==> src/rtl/pcm_frame_assembler_if.sv <==
// -----------------------------------------------------------------------------
// pcm_frame_assembler_if
//
// Purpose:
//   Groups the byte input from uart_rx and the write port into the sample
//   fifo, which together make up the data path of pcm_frame_assembler.
//
// Signals:
//   rx_data       8   received byte, valid only while rx_received is high
//   rx_received   1   single-cycle byte strobe from uart_rx
//   fifo_full     1   fifo full flag, looked at when a frame completes
//   fifo_wr_en    1   single-cycle write strobe into the fifo
//   fifo_wr_data  32  assembled stereo frame {left[15:0], right[15:0]}
//
// Modports:
//   master  environment side: drives the byte stream and the full flag,
//           receives the fifo writes
//   slave   the assembler itself
// -----------------------------------------------------------------------------
interface pcm_frame_assembler_if;
    logic [7:0]  rx_data;
    logic        rx_received;
    logic        fifo_full;
    logic        fifo_wr_en;
    logic [31:0] fifo_wr_data;

    modport master (
        output rx_data,
        output rx_received,
        output fifo_full,
        input  fifo_wr_en,
        input  fifo_wr_data
    );

    modport slave (
        input  rx_data,
        input  rx_received,
        input  fifo_full,
        output fifo_wr_en,
        output fifo_wr_data
    );
endinterface

==> src/rtl/pcm_frame_assembler.sv <==
// -----------------------------------------------------------------------------
// pcm_frame_assembler
//
// Purpose:
//   Sits between uart_rx and the sample fifo of the DAC board audio path.
//   Four received bytes are collected into one 32-bit stereo PCM frame
//   (left sample in [31:16], right sample in [15:0]) and written into the
//   fifo with a single-cycle strobe. Byte order on the wire is
//   left LSB, left MSB, right LSB, right MSB.
//
//   A partially received frame is abandoned when the line stays idle for
//   GAP_BYTES byte times, which re-aligns the byte stream after a gap.
//   Frames completing while the fifo is full are dropped and counted.
//
// Ports:
//   clk            system clock, rising edge
//   reset          synchronous, active-high reset
//   bus            pcm_frame_assembler_if.slave: rx_data, rx_received,
//                  fifo_full in; fifo_wr_en, fifo_wr_data out
//   busy           high while 1 to 3 bytes of a frame are held
//   frame_error    one-cycle pulse when a partial frame times out
//   overrun        one-cycle pulse when a complete frame is dropped
//   overrun_count  saturating (255) count of dropped frames
//
// Parameters:
//   CLK_FREQ   system clock frequency in Hz
//   BAUDRATE   UART bit rate in baud
//   GAP_BYTES  idle time, in byte times (10 bits each), that aborts a frame
//
// Configuration macro:
//   PCM_FRAME_ASSEMBLER_SIGNED_IN_EN
//     defined   : samples arrive as two's complement; bits 31 and 15 are
//                 inverted when a frame is latched, giving offset binary
//     undefined : samples pass through unchanged (offset binary on the wire)
// -----------------------------------------------------------------------------
module pcm_frame_assembler #(
    parameter int unsigned CLK_FREQ  = 120_000_000,
    parameter int unsigned BAUDRATE  = 3_000_000,
    parameter int unsigned GAP_BYTES = 4
) (
    input  logic                 clk,
    input  logic                 reset,
    pcm_frame_assembler_if.slave bus,
    output logic                 busy,
    output logic                 frame_error,
    output logic                 overrun,
    output logic [7:0]           overrun_count
);

    // The product overflows 32 bits with the default parameters, so the
    // gap length is computed in 64 bits before being narrowed.
    localparam logic [63:0] GAP_CYCLES_WIDE =
        64'(GAP_BYTES) * 64'd10 * 64'(CLK_FREQ) / 64'(BAUDRATE);
    localparam int unsigned GAP_CYCLES = 32'(GAP_CYCLES_WIDE);
    localparam int unsigned GAP_W      = $clog2(GAP_CYCLES + 1);
    localparam logic [GAP_W-1:0] GAP_LIMIT = GAP_W'(GAP_CYCLES);

    typedef enum logic [1:0] {
        BYTE0 = 2'd0,
        BYTE1 = 2'd1,
        BYTE2 = 2'd2,
        BYTE3 = 2'd3
    } state_t;

    state_t           state;
    state_t           state_next;
    logic [GAP_W-1:0] gap_count;
    logic [GAP_W-1:0] gap_count_next;
    logic [GAP_W-1:0] gap_count_inc;
    logic             gap_expire;

    logic [7:0]       left_lsb;
    logic [7:0]       left_lsb_next;
    logic [7:0]       left_msb;
    logic [7:0]       left_msb_next;
    logic [7:0]       right_lsb;
    logic [7:0]       right_lsb_next;

    logic             wr_en;
    logic             wr_en_next;
    logic [31:0]      wr_data;
    logic [31:0]      wr_data_next;
    logic             frame_error_next;
    logic             overrun_next;
    logic [7:0]       overrun_count_next;

    // Converts a completed frame to the format the sigma-delta DAC expects.
    // With signed input, flipping each sample's sign bit turns two's
    // complement into offset binary.
    function automatic logic [31:0] to_dac_format(input logic [31:0] frame);
`ifdef PCM_FRAME_ASSEMBLER_SIGNED_IN_EN
        return frame ^ 32'h8000_8000;
`else
        return frame;
`endif
    endfunction

    // The counter holds the number of idle cycles seen since the last byte.
    // The gap expires on the idle cycle that would bring it to GAP_CYCLES,
    // so the counter itself never has to hold that value for a cycle.
    assign gap_count_inc = gap_count + GAP_W'(1);
    assign gap_expire    = (state != BYTE0) && (gap_count_inc == GAP_LIMIT);

    // Next-state, byte staging and output decisions. A byte strobe always
    // takes priority over the gap expiring in the same cycle, and the gap
    // logic is inert in BYTE0 so an idle line between frames is harmless.
    always_comb begin
        state_next         = state;
        gap_count_next     = gap_count;
        left_lsb_next      = left_lsb;
        left_msb_next      = left_msb;
        right_lsb_next     = right_lsb;
        wr_en_next         = 1'b0;
        wr_data_next       = wr_data;
        frame_error_next   = 1'b0;
        overrun_next       = 1'b0;
        overrun_count_next = overrun_count;

        if (bus.rx_received) begin
            gap_count_next = '0;
            unique case (state)
                BYTE0: begin
                    left_lsb_next = bus.rx_data;
                    state_next    = BYTE1;
                end
                BYTE1: begin
                    left_msb_next = bus.rx_data;
                    state_next    = BYTE2;
                end
                BYTE2: begin
                    right_lsb_next = bus.rx_data;
                    state_next     = BYTE3;
                end
                BYTE3: begin
                    // The right MSB is used straight from the bus, so the
                    // frame can be written in the cycle after the strobe.
                    state_next     = BYTE0;
                    left_lsb_next  = '0;
                    left_msb_next  = '0;
                    right_lsb_next = '0;
                    if (bus.fifo_full) begin
                        overrun_next = 1'b1;
                        if (overrun_count != 8'hFF) begin
                            overrun_count_next = overrun_count + 8'd1;
                        end
                    end else begin
                        wr_en_next   = 1'b1;
                        wr_data_next = to_dac_format({left_msb, left_lsb,
                                                      bus.rx_data, right_lsb});
                    end
                end
            endcase
        end else if (gap_expire) begin
            state_next       = BYTE0;
            gap_count_next   = '0;
            left_lsb_next    = '0;
            left_msb_next    = '0;
            right_lsb_next   = '0;
            frame_error_next = 1'b1;
        end else if (state != BYTE0) begin
            gap_count_next = gap_count_inc;
        end
    end

    // State and output registers. Reset drops any partial frame and clears
    // the overrun statistics as well as the last written frame.
    always_ff @(posedge clk) begin
        if (reset) begin
            state         <= BYTE0;
            gap_count     <= '0;
            left_lsb      <= '0;
            left_msb      <= '0;
            right_lsb     <= '0;
            wr_en         <= 1'b0;
            wr_data       <= '0;
            frame_error   <= 1'b0;
            overrun       <= 1'b0;
            overrun_count <= '0;
        end else begin
            state         <= state_next;
            gap_count     <= gap_count_next;
            left_lsb      <= left_lsb_next;
            left_msb      <= left_msb_next;
            right_lsb     <= right_lsb_next;
            wr_en         <= wr_en_next;
            wr_data       <= wr_data_next;
            frame_error   <= frame_error_next;
            overrun       <= overrun_next;
            overrun_count <= overrun_count_next;
        end
    end

    assign busy             = (state != BYTE0);
    assign bus.fifo_wr_en   = wr_en;
    assign bus.fifo_wr_data = wr_data;

endmodule
==> src/flat_wrapper.sv <==
// flat-port wrapper written by rule: the top's interface ports become plain ports
module pcm_frame_assembler_flat 
#(
    parameter int unsigned CLK_FREQ  = 120_000_000,
    parameter int unsigned BAUDRATE  = 3_000_000,
    parameter int unsigned GAP_BYTES = 4
)
  (clk, reset, busy, frame_error, overrun, overrun_count, bus_rx_data, bus_rx_received, bus_fifo_full, bus_fifo_wr_en, bus_fifo_wr_data);
  pcm_frame_assembler_if bus_i ();
  input  logic clk;
  input  logic reset;
  output logic busy;
  output logic frame_error;
  output logic overrun;
  output logic [7:0] overrun_count;
  input wire logic [$bits(bus_i.rx_data)-1:0] bus_rx_data;
  input wire logic [$bits(bus_i.rx_received)-1:0] bus_rx_received;
  input wire logic [$bits(bus_i.fifo_full)-1:0] bus_fifo_full;
  output wire logic [$bits(bus_i.fifo_wr_en)-1:0] bus_fifo_wr_en;
  output wire logic [$bits(bus_i.fifo_wr_data)-1:0] bus_fifo_wr_data;
  assign bus_i.rx_data = bus_rx_data;
  assign bus_i.rx_received = bus_rx_received;
  assign bus_i.fifo_full = bus_fifo_full;
  assign bus_fifo_wr_en = bus_i.fifo_wr_en;
  assign bus_fifo_wr_data = bus_i.fifo_wr_data;
  pcm_frame_assembler #(.CLK_FREQ(CLK_FREQ), .BAUDRATE(BAUDRATE), .GAP_BYTES(GAP_BYTES)) u_core (.clk(clk), .reset(reset), .bus(bus_i), .busy(busy), .frame_error(frame_error), .overrun(overrun), .overrun_count(overrun_count));
endmodule
==> config.mk <==
export PLATFORM = sky130hd
export DESIGN_NAME = pcm_frame_assembler_flat
export DESIGN_NICKNAME = d
export VERILOG_FILES = /design/src/rtl/pcm_frame_assembler_if.sv /design/src/rtl/pcm_frame_assembler.sv /design/src/flat_wrapper.sv
export SDC_FILE = /design/constraint.sdc
export NUM_CORES = 1
export LEC_CHECK = 0
export BUFFER_PORTS_ARGS = -buffer_cell sky130_fd_sc_hd__buf_4
export CAP_MARGIN = 20
export CORE_UTILIZATION = 55
export CTS_BUF_LIST = sky130_fd_sc_hd__clkbuf_4 sky130_fd_sc_hd__clkbuf_8 sky130_fd_sc_hd__clkbuf_16
export DETAILED_ROUTE_END_ITERATION = 12
export PLACE_DENSITY = 0.86
export SLEW_MARGIN = 5
export SYNTH_ARGS = -nofsm -noshare
export SYNTH_HDL_FRONTEND = slang
export SYNTH_SLANG_ARGS = --single-unit
==> constraint.sdc <==
create_clock -name clk -period 3.35 [get_ports clk]
set_clock_uncertainty 0.2 [all_clocks]
set_input_delay 0.5025 -clock clk [delete_from_list [all_inputs] [get_ports clk]]
set_output_delay 0.5025 -clock clk [all_outputs]
set_load 0.005 [all_outputs]
# Word level (Yosys, flattened, before mapping)
# Index checks and enable logic that the tools add are counted.
[word_totals]
reg_bits = 80
elab_cells = 48
input_bits = 12
[classes]
addsub = 2
n_mux = 13
n_reduce_logical = 12
bitwise = 3
eq_ne = 8
[ops]
columns = ["operator", "n"]
rows = [
  ["8-bit case mux with 2 select lines", 3],
  ["8-bit 2-to-1 mux", 4],
  ["11-bit by 1-bit adder with 11-bit output, second input constant", 1],
  ["11-bit == test, second input constant", 1],
  ["3-bit by 1-bit inequality test with 1-bit output, second input constant", 3],
  ["8-bit by 1-bit adder with 8-bit output, second input constant", 1],
  ["8-bit inequality test, second input constant", 1],
  ["2-bit case mux with 4 select lines", 1],
  ["2-bit AND reduction", 3],
  ["3-bit OR reduction", 2],
  ["2-bit == test, second input constant", 2],
  ["2-bit 2-to-1 mux", 2],
  ["4-bit AND reduction", 1],
  ["2-bit nonzero test", 2],
  ["1-bit 2-to-1 mux", 3],
  ["1-bit NOT", 3],
  ["3-bit AND reduction", 1],
  ["2-bit by 1-bit == test with 1-bit output, second input constant", 1],
  ["2-bit logical NOT", 1],
  ["2-bit OR reduction", 1],
  ["1-bit logical AND", 1],
]

# Logic depth before layout (Yosys ltp)
# Gate-level depths: netlist of run 1.
[logic_depth]
ltp_word = 5
ltp_mapped = 8
depth_no_buf = 7

# Worst setup path after synthesis of run 1
# No wires, ideal clock.
[synth_timing]
kind = "register -> register"
start = "register u_core.state[0]"
end = "register u_core.left_msb[1]"
stages_incl_launch_ff = 9
arrival_ns = 2.001
t_required_ns = 3.014
path_buffers = 1
setup_slack_ns = 1.013
synth_period_minus_slack_ns = 2.337
cell_sequence = "dfxtp_1 > inv_1 > ha_1 > clkbuf_1 > inv_1 > o311ai_0 > nand3b_1 > a2111oi_4 > o21ai_0"
[synth_via]
elab_chain_len = 4
word_cells_on_any_way = 9
classes_between = "eq/ne: 3; mux: 2; reduce/logical: 4"
[synth_rtl]
columns = ["item", "line_no", "text"]
rows = [
  ["start: declaration", "pcm_frame_assembler.sv:65", "state_t state;"],
  ["start signal: assignment", "pcm_frame_assembler.sv:180", "state <= state_next;"],
  ["2-bit nonzero test", "-", ""],
  ["named net busy", "flat_wrapper.sv:12", "output logic busy;"],
  ["1-bit logical AND", "pcm_frame_assembler.sv:102", "assign gap_expire = (state != BYTE0) && (gap_count_inc == GAP_LIMIT);"],
  ["2-bit nonzero test (no source line)", "-", ""],
  ["2-bit AND reduction (no source line)", "-", ""],
  ["end signal: assignment", "pcm_frame_assembler.sv:183", "left_msb <= left_msb_next;"],
  ["end: declaration", "pcm_frame_assembler.sv:74", "logic [7:0] left_msb;"],
]
# The timed path passes the listed nets, and every way through them passes these cells.
# A chain may end at the register's enable or synchronous reset.

# Worst setup path after layout of run 1
[layout_timing]
start = "register u_core.state[0]"
end = "register u_core.gap_count[6]"
[layout_via]
elab_chain_len = 3
[layout_rtl]
columns = ["item", "line_no", "text"]
rows = [
  ["2-bit nonzero test *", "pcm_frame_assembler.sv:102, pcm_frame_assembler.sv:160", ""],
  ["1-bit logical AND", "pcm_frame_assembler.sv:102", ""],
  ["3-bit OR reduction (no source line)", "-", ""],
  ["end signal: assignment", "pcm_frame_assembler.sv:181", "gap_count <= gap_count_next;"],
  ["end: declaration", "pcm_frame_assembler.sv:67", "logic [GAP_W-1:0] gap_count;"],
]
# Every way passes the cells marked *; elsewhere a longest branch is shown, timed or not.

==> results of run 1 <==
## path summary, 6_finish.rpt
check,startpoint,end,slack (ns)
min reg2reg,u_core.left_lsb[4],u_core.bus.fifo_wr_data[20],0.26
max reg2reg,u_core.state[0],u_core.gap_count[6],0.67
max,u_core.state[0],u_core.gap_count[6],0.67
min,bus_rx_data[0],u_core.right_lsb[0],0.19
## through the flow
stage | hold slack [ns] | power, mW
global placement | 0.241 | 1.09
floorplan | 0.229 | 1.06
CTS | 0.180 | 1.73
finish | 0.193 | 1.71
global route | 0.205 | 1.78
detailed placement | 0.246 | 1.10
## routing by layer
layer / vias to the layer above / track usage, %
met5: - / 0
met4: 0 / 11.1
met3: 19 / 6.78
met2: 87 / 39.2
met1: 1324 / 30.3
li1: 1411 / -
## worst max-delay path, delay by kind of cell (launching register included)
kind,cells,cell delay [ns]
AND/OR/NAND/NOR,2,0.51
AO/OA/AOI/OAI,2,0.79
adder cells (fa/ha/maj),1,0.36
flip-flops,1,0.40
buffers and inverters,2,0.28
## power by group through the flow
stage	Combinational [mW]	Clock, mW	Sequential [mW]
CTS	0.0933	0.651	0.981
global route	0.105	0.692	0.984
global placement	0.0898	0	1.00
finish	0.0935	0.639	0.982
detailed placement	0.0923	0	1.00
floorplan	0.0569	0	1.00
## registers in the layout, summed over array words and instances, names as in the netlist
signal,cells
u_core.left_lsb,8
u_core.frame_error,1
u_core.bus.fifo_wr_en,1
u_core.overrun_count,8
u_core.state,2
u_core.right_lsb,8
u_core.overrun,1
u_core.bus.fifo_wr_data,32
u_core.left_msb,8
u_core.gap_count,11
## layout by cell type, fill, tap and decap left out, drive strengths merged, types with 2 or more instances in the layout
| cell | count |
|---|---|
| clkbuf | 11 |
| or2 | 2 |
| dfxtp | 80 |
| a211o | 2 |
| a22oi | 8 |
| nor3 | 10 |
| a21oi | 35 |
| a2111oi | 4 |
| or3 | 3 |
| nand2 | 106 |
| nand3 | 6 |
| o21ai | 21 |
| buf | 56 |
| xor2 | 9 |
| mux2i | 2 |
| nand3b | 2 |
| and2 | 2 |
| ha | 6 |
| xnor2 | 9 |
| nor2 | 36 |
| clkinv | 3 |
| and3 | 3 |
| inv | 6 |
| nand4 | 4 |
| nor2b | 2 |
## logic make-up after synthesis
family,Yosys count
simple gates,183
fa+ha+maj,6
flops,80
xor+xnor,18
mux,3
buf+inv,22
compound gates,76
## area by class of cell
class | count | area [µm²] | share of cell area, %
timing repair buffer | 56 | 420 | 10.9
clock inverter | 5 | 31.3 | 0.809
multi-input combinational | 286 | 1560 | 40.3
inverter | 5 | 18.8 | 0.486
tap | 72 | 90.1 | 2.33
sequential | 80 | 1600 | 41.4
clock buffer | 11 | 145 | 3.76
==> flow_metrics.env, run 1 <==
export IMPL_grt_max_degree=48
export IMPL_path_class="register to register"
export IMPL_num_io_pins=56
export IMPL_port_buffers=55
export IMPL_initial_core_util_pct=57.9
export IMPL_p_switching_mw=0.415
export IMPL_cts_max_path_buffers=2
export IMPL_gp_congestion=0.894
export IMPL_vdd_drop_max_v=0.000374
export IMPL_cts_sinks=80
export IMPL_drtAntennaViolNets=0
export IMPL_worstPathCellList="inv_1 > ha_1 > inv_1 > o311ai_0 > nand3b_1 > a211oi_1 > nor3_1"
export IMPL_pwr_density_cell_mw_per_mm2=443
export IMPL_max_slew_margin_pct=47.1
export IMPL_max_cap_violations=0
export IMPL_synth_top_area_share_pct=49.4
export IMPL_rr_worst_depth=7
export IMPL_grt_pass1_vias=2643
export IMPL_wl_met2_um=3250
export IMPL_synth_compound_area_share_pct=15.4
export IMPL_async_reset_ff_share_pct=0
export IMPL_coreArea_mm2=0.00561
export IMPL_pwr_share_clk_pct=37.3
export IMPL_synth_mux_area_share_pct=1.08
export IMPL_finalHoldViolCount=0
export IMPL_cts_repair_resized=0
export IMPL_p_sw_share_pct=24.2
export IMPL_area_growth_pct=19.1
export IMPL_wl_per_cell_um=13.5
export IMPL_final_cell_area_mm2=0.00386
export IMPL_hp_class="primary input to register"
export IMPL_status="complete, no violations"
export IMPL_cp_max_fo=10
export IMPL_pre_cts_slack_ns=0.746
export IMPL_fmax_mhz=373
export IMPL_clock_root_buffer="clkbuf_8"
export IMPL_dieHeight_um=78.8
export IMPL_netlist_instances=388
export IMPL_ys_types=43
export IMPL_syn_num_nets=406
export IMPL_via_per_inst=5.52
export IMPL_synthSimpleGateAreaFrac_pct=24.3
export IMPL_clkTransAtPathRegs_ns=0.08
export IMPL_htreeDepth=3
export IMPL_hold_buffers=0
export IMPL_die_area_mm2=0.00621
export IMPL_required_ns=3.36
export IMPL_critPathArrivalTime_ns=2.69
export IMPL_seqPwrFrac_pct=57.3
export IMPL_synth_edf_count=0
export IMPL_cts_setup_buffers=0
export IMPL_synth_adder_area_share_pct=2.31
export IMPL_post_route_util_pct=68.9
export IMPL_avgSynthCellArea_um2=8.36
export IMPL_synth_seq_area_share_pct=49.4
export IMPL_placed_cell_area_mm2=0.00369
export IMPL_first_pass_iters=4
export IMPL_setup_tns_ns=0
export IMPL_rsz0062_at_grt="no"
export IMPL_setup_ws_ns=0.666
export IMPL_end_kind="register"
export IMPL_synthFlopType="dfxtp_1"
export IMPL_clk_latency_ns=0.35
export IMPL_diodes=0
export IMPL_cts_tree="built"
export IMPL_drt_iter0_drc=194
export IMPL_synthXorXnorAreaFrac_pct=4.86
export IMPL_fin_cells=515
export IMPL_nFillCells=486
export IMPL_ys_top_cells_by_area="dfxtp_1, nand2_1, a21oi_1, nor2_1, o21ai_0"
export IMPL_hpwl_um=4780
export IMPL_design_final_nets=456
export IMPL_p_int_mw=1.30
export IMPL_drv_slew=0
export IMPL_layout_drive_gt1_share_pct=18.1
export IMPL_cp_common_cell="inv_1"
export IMPL_die_w_um=78.8
export IMPL_wl_met3_um=378
export IMPL_grt_pass1_wl_um=11800
export IMPL_gr_usage_all_layers_pct=24.4
export IMPL_synth_seq_cells=80
export IMPL_start_kind="register"
export IMPL_tightest_slew_ns=0.790
export IMPL_cts_buffers=9
export IMPL_synth_most_common_cell="nand2_1"
export IMPL_synth_top_family_by_area="simple AND/OR/NAND/NOR gates"
export IMPL_crit_slowest_cell="a211oi_1"
export IMPL_hold_depth=3
export IMPL_p_leak_nw=1.44
export IMPL_totalWireLength_um=6960
export IMPL_synth_area_leader_cell="dfxtp_1"
export IMPL_finalCriticalPeriod_ns=2.68
export IMPL_wl_met1_um=3160
export IMPL_vias=2841
export IMPL_ys_warn_count=0
export IMPL_power_frac_comb_pct=5.5
export IMPL_finalCritPeriodShare_pct=80.1
export IMPL_grt_ovfl_total=0
export IMPL_top_layer="met4"
export IMPL_dp_cells=499
export IMPL_drc_errors=0
export IMPL_rows=27
export IMPL_syn_area_mm2=0.00324
export IMPL_netlist_top_cells_count="nand2_1, dfxtp_1, nor2_1"
export IMPL_antenna_found_initial=0
export IMPL_setup_violations=0
export IMPL_critical_path_max_stage_delay_ns=0.68
Power figures use the tool's default switching activity.
==> run 2, diff against run 1 <==
CORE_UTILIZATION = 50   (was 55)
PLACE_DENSITY = 0.83   (was 0.86)
clock period = 2.2 ns   (was 3.35 ns; I/O delays follow)
==> flow_metrics.env, run 2 (synthesis gave the netlist of run 1 again) <==
export IMPL_max_cap_violations=0
export IMPL_pwr_density_cell_mw_per_mm2=659
export IMPL_pwr_share_clk_pct=40.4
export IMPL_critPathArrivalTime_ns=2.28
export IMPL_finalCriticalPeriod_ns=2.23
export IMPL_fmax_mhz=448
export IMPL_p_total_mw=2.81
export IMPL_design_final_nets=486
export IMPL_hp_class="primary input to register"
export IMPL_tightest_slew_ns=0.598
export IMPL_grt_pass1_vias=2783
export IMPL_grt_pass1_wl_um=12500
export IMPL_port_buffers=55
export IMPL_register_area_mm2=0.00161
export IMPL_power_frac_comb_pct=6.4
export IMPL_totalWireLength_um=7680
export IMPL_num_io_pins=56
export IMPL_final_cell_mix="nand2_1, buf_4, dfxtp_1"
export IMPL_first_pass_iters=4
export IMPL_cts_tree="built"
export IMPL_status="finished, violations left"
export IMPL_rows=28
export IMPL_required_ns=2.25
export IMPL_clkTransAtPathRegs_ns=0.09
export IMPL_dieHeight_um=82.6
export IMPL_max_slew_margin_pct=60.1
export IMPL_drtAntennaViolNets=0
export IMPL_wl_per_cell_um=14.0
export IMPL_diodes=0
export IMPL_die_area_mm2=0.00681
export IMPL_setup_violations=15
export IMPL_clock_root_buffer="clkbuf_8"
export IMPL_post_route_util_pct=69.9
export IMPL_gp_congestion=0.938
export IMPL_setup_ws_ns=-0.0320
export IMPL_clk_latency_ns=0.35
export IMPL_drc_errors=0
export IMPL_layout_commonest_cell="nand2_1"
export IMPL_violations="setup timing"
export IMPL_grt_max_degree=41
export IMPL_die_w_um=82.6
export IMPL_antenna_found_initial=0
export IMPL_cp_max_fo=8
export IMPL_finalHoldViolCount=0
export IMPL_nFillCells=473
export IMPL_area_growth_pct=31.4
export IMPL_crit_slowest_cell="a2111oi_4"
export IMPL_multi_input_area_mm2=0.00167
export IMPL_path_class="register to register"
export IMPL_cts_buffers=9
export IMPL_p_int_mw=2.12
export IMPL_finalCritPeriodShare_pct=101
export IMPL_drv_slew=0
export IMPL_htreeDepth=3
export IMPL_vdd_drop_max_v=0.000431
export IMPL_vias=2966
export IMPL_p_switching_mw=0.692
export IMPL_drt_iter0_drc=186
export IMPL_seqPwrFrac_pct=53.2
export IMPL_hpwl_um=5170
export IMPL_rsz0062_at_grt="yes"
export IMPL_initial_core_util_pct=53.2
export IMPL_p_sw_share_pct=24.6
export IMPL_worstPathCellList="ha_4 > nand2_4 > or3_4 > mux2_4 > a2111oi_4 > buf_6 > nor2_1"
export IMPL_coreArea_mm2=0.00610
export IMPL_start_kind="register"
export IMPL_cts_sinks=80
export IMPL_critical_path_max_stage_delay_ns=0.38
export IMPL_gr_usage_all_layers_pct=24.4
export IMPL_via_per_inst=5.41
export IMPL_cts_max_path_buffers=2
export IMPL_largest_reg_flops=32
export IMPL_grt_ovfl_total=0
export IMPL_layout_drive_gt1_share_pct=29.2
export IMPL_p_leak_nw=1.65
export IMPL_end_kind="register"
==> run 2: cell count changes in the layout (fill, tap and decap cells not counted), sizes merged <==
cell | previous run | this run
clkinvlp | 1 | 2
inv | 6 | 8
buf | 56 | 85
dlygate4sd3 | 0 | 1
bufinv | 0 | 1
clkinv | 3 | 0
clkbuf | 11 | 10
==> run 2: layout make-up <==
| class | count | share of cell area [%] |
|---|---|---|
| Tap cell | 75 | 2.20 |
| Inverter | 5 | 0.499 |
| Timing Repair Buffer | 86 | 15.5 |
| Sequential cell | 80 | 37.7 |
| Clock inverter | 6 | 1.73 |
| Multi-Input combinational cell | 286 | 39.1 |
| Clock buffer | 10 | 3.23 |
==> run 2: routing by layer <==
metal / global-route usage, % / up-vias / wire length, µm
met3: 4.84 / 15 / 401
met1: 29.8 / 1399 / 3510
li1: - / 1476 / -
met5: 0 / - / 0
met2: 41.7 / 76 / 3640
met4: 10.7 / 0 / 127
==> run 2: critical path, delay by kind of cell (launching register included) <==
family	cells	cell delay, ns
compound gates	1	0.38
fa+ha+maj	1	0.14
buf+inv	1	0.19
flops	1	0.36
mux	1	0.37
simple gates	3	0.48
==> run 2: power groups by stage <==
stage / clock (mW) / sequential [mW] / combinational, mW
final: 1.14 / 1.49 / 0.179
after global routing: 1.22 / 1.50 / 0.199
after global placement: 0 / 1.53 / 0.162
after detailed placement: 0 / 1.53 / 0.167
after CTS: 1.15 / 1.49 / 0.170
after floorplan: 0 / 1.53 / 0.0961
==> run 2: worst paths after layout <==
check	slack [ns]	depth (start not counted)	start	to
worst min register to register	0.26	2	u_core.bus.fifo_wr_data[24]	u_core.bus.fifo_wr_data[24]
worst max-delay path	-0.03	7	u_core.gap_count[0]	u_core.left_lsb[6]
worst max register to register	-0.03	7	u_core.gap_count[0]	u_core.left_lsb[6]
worst min-delay path	0.03	3	bus_rx_data[4]	u_core.right_lsb[4]
==> run 2: per-stage QoR <==
step	std cells	TNS, ns	cell area (µm²)	hold WS [ns]	setup slack, ns
3_3_place_gp	529	0	3920	0.241	0.0511
6_report	548	-0.249	4260	0.0301	-0.0320
4_1_cts	548	-0.0606	4160	0.00781	-0.0158
5_1_grt	548	-1.44	4260	0.0154	-0.0857
2_1_floorplan	388	0	3280	0.232	0.00790
3_5_place_dp	529	-0.151	3920	0.247	-0.0453
==> run 2: timing repair <==
action,in CTS,in global routing
resized for setup,8,27
pin swaps,1,9
setup endpoints to repair,15,30
endpoints found under the hold margin,1,0
hold buffers,1,0
setup buffers,2,0
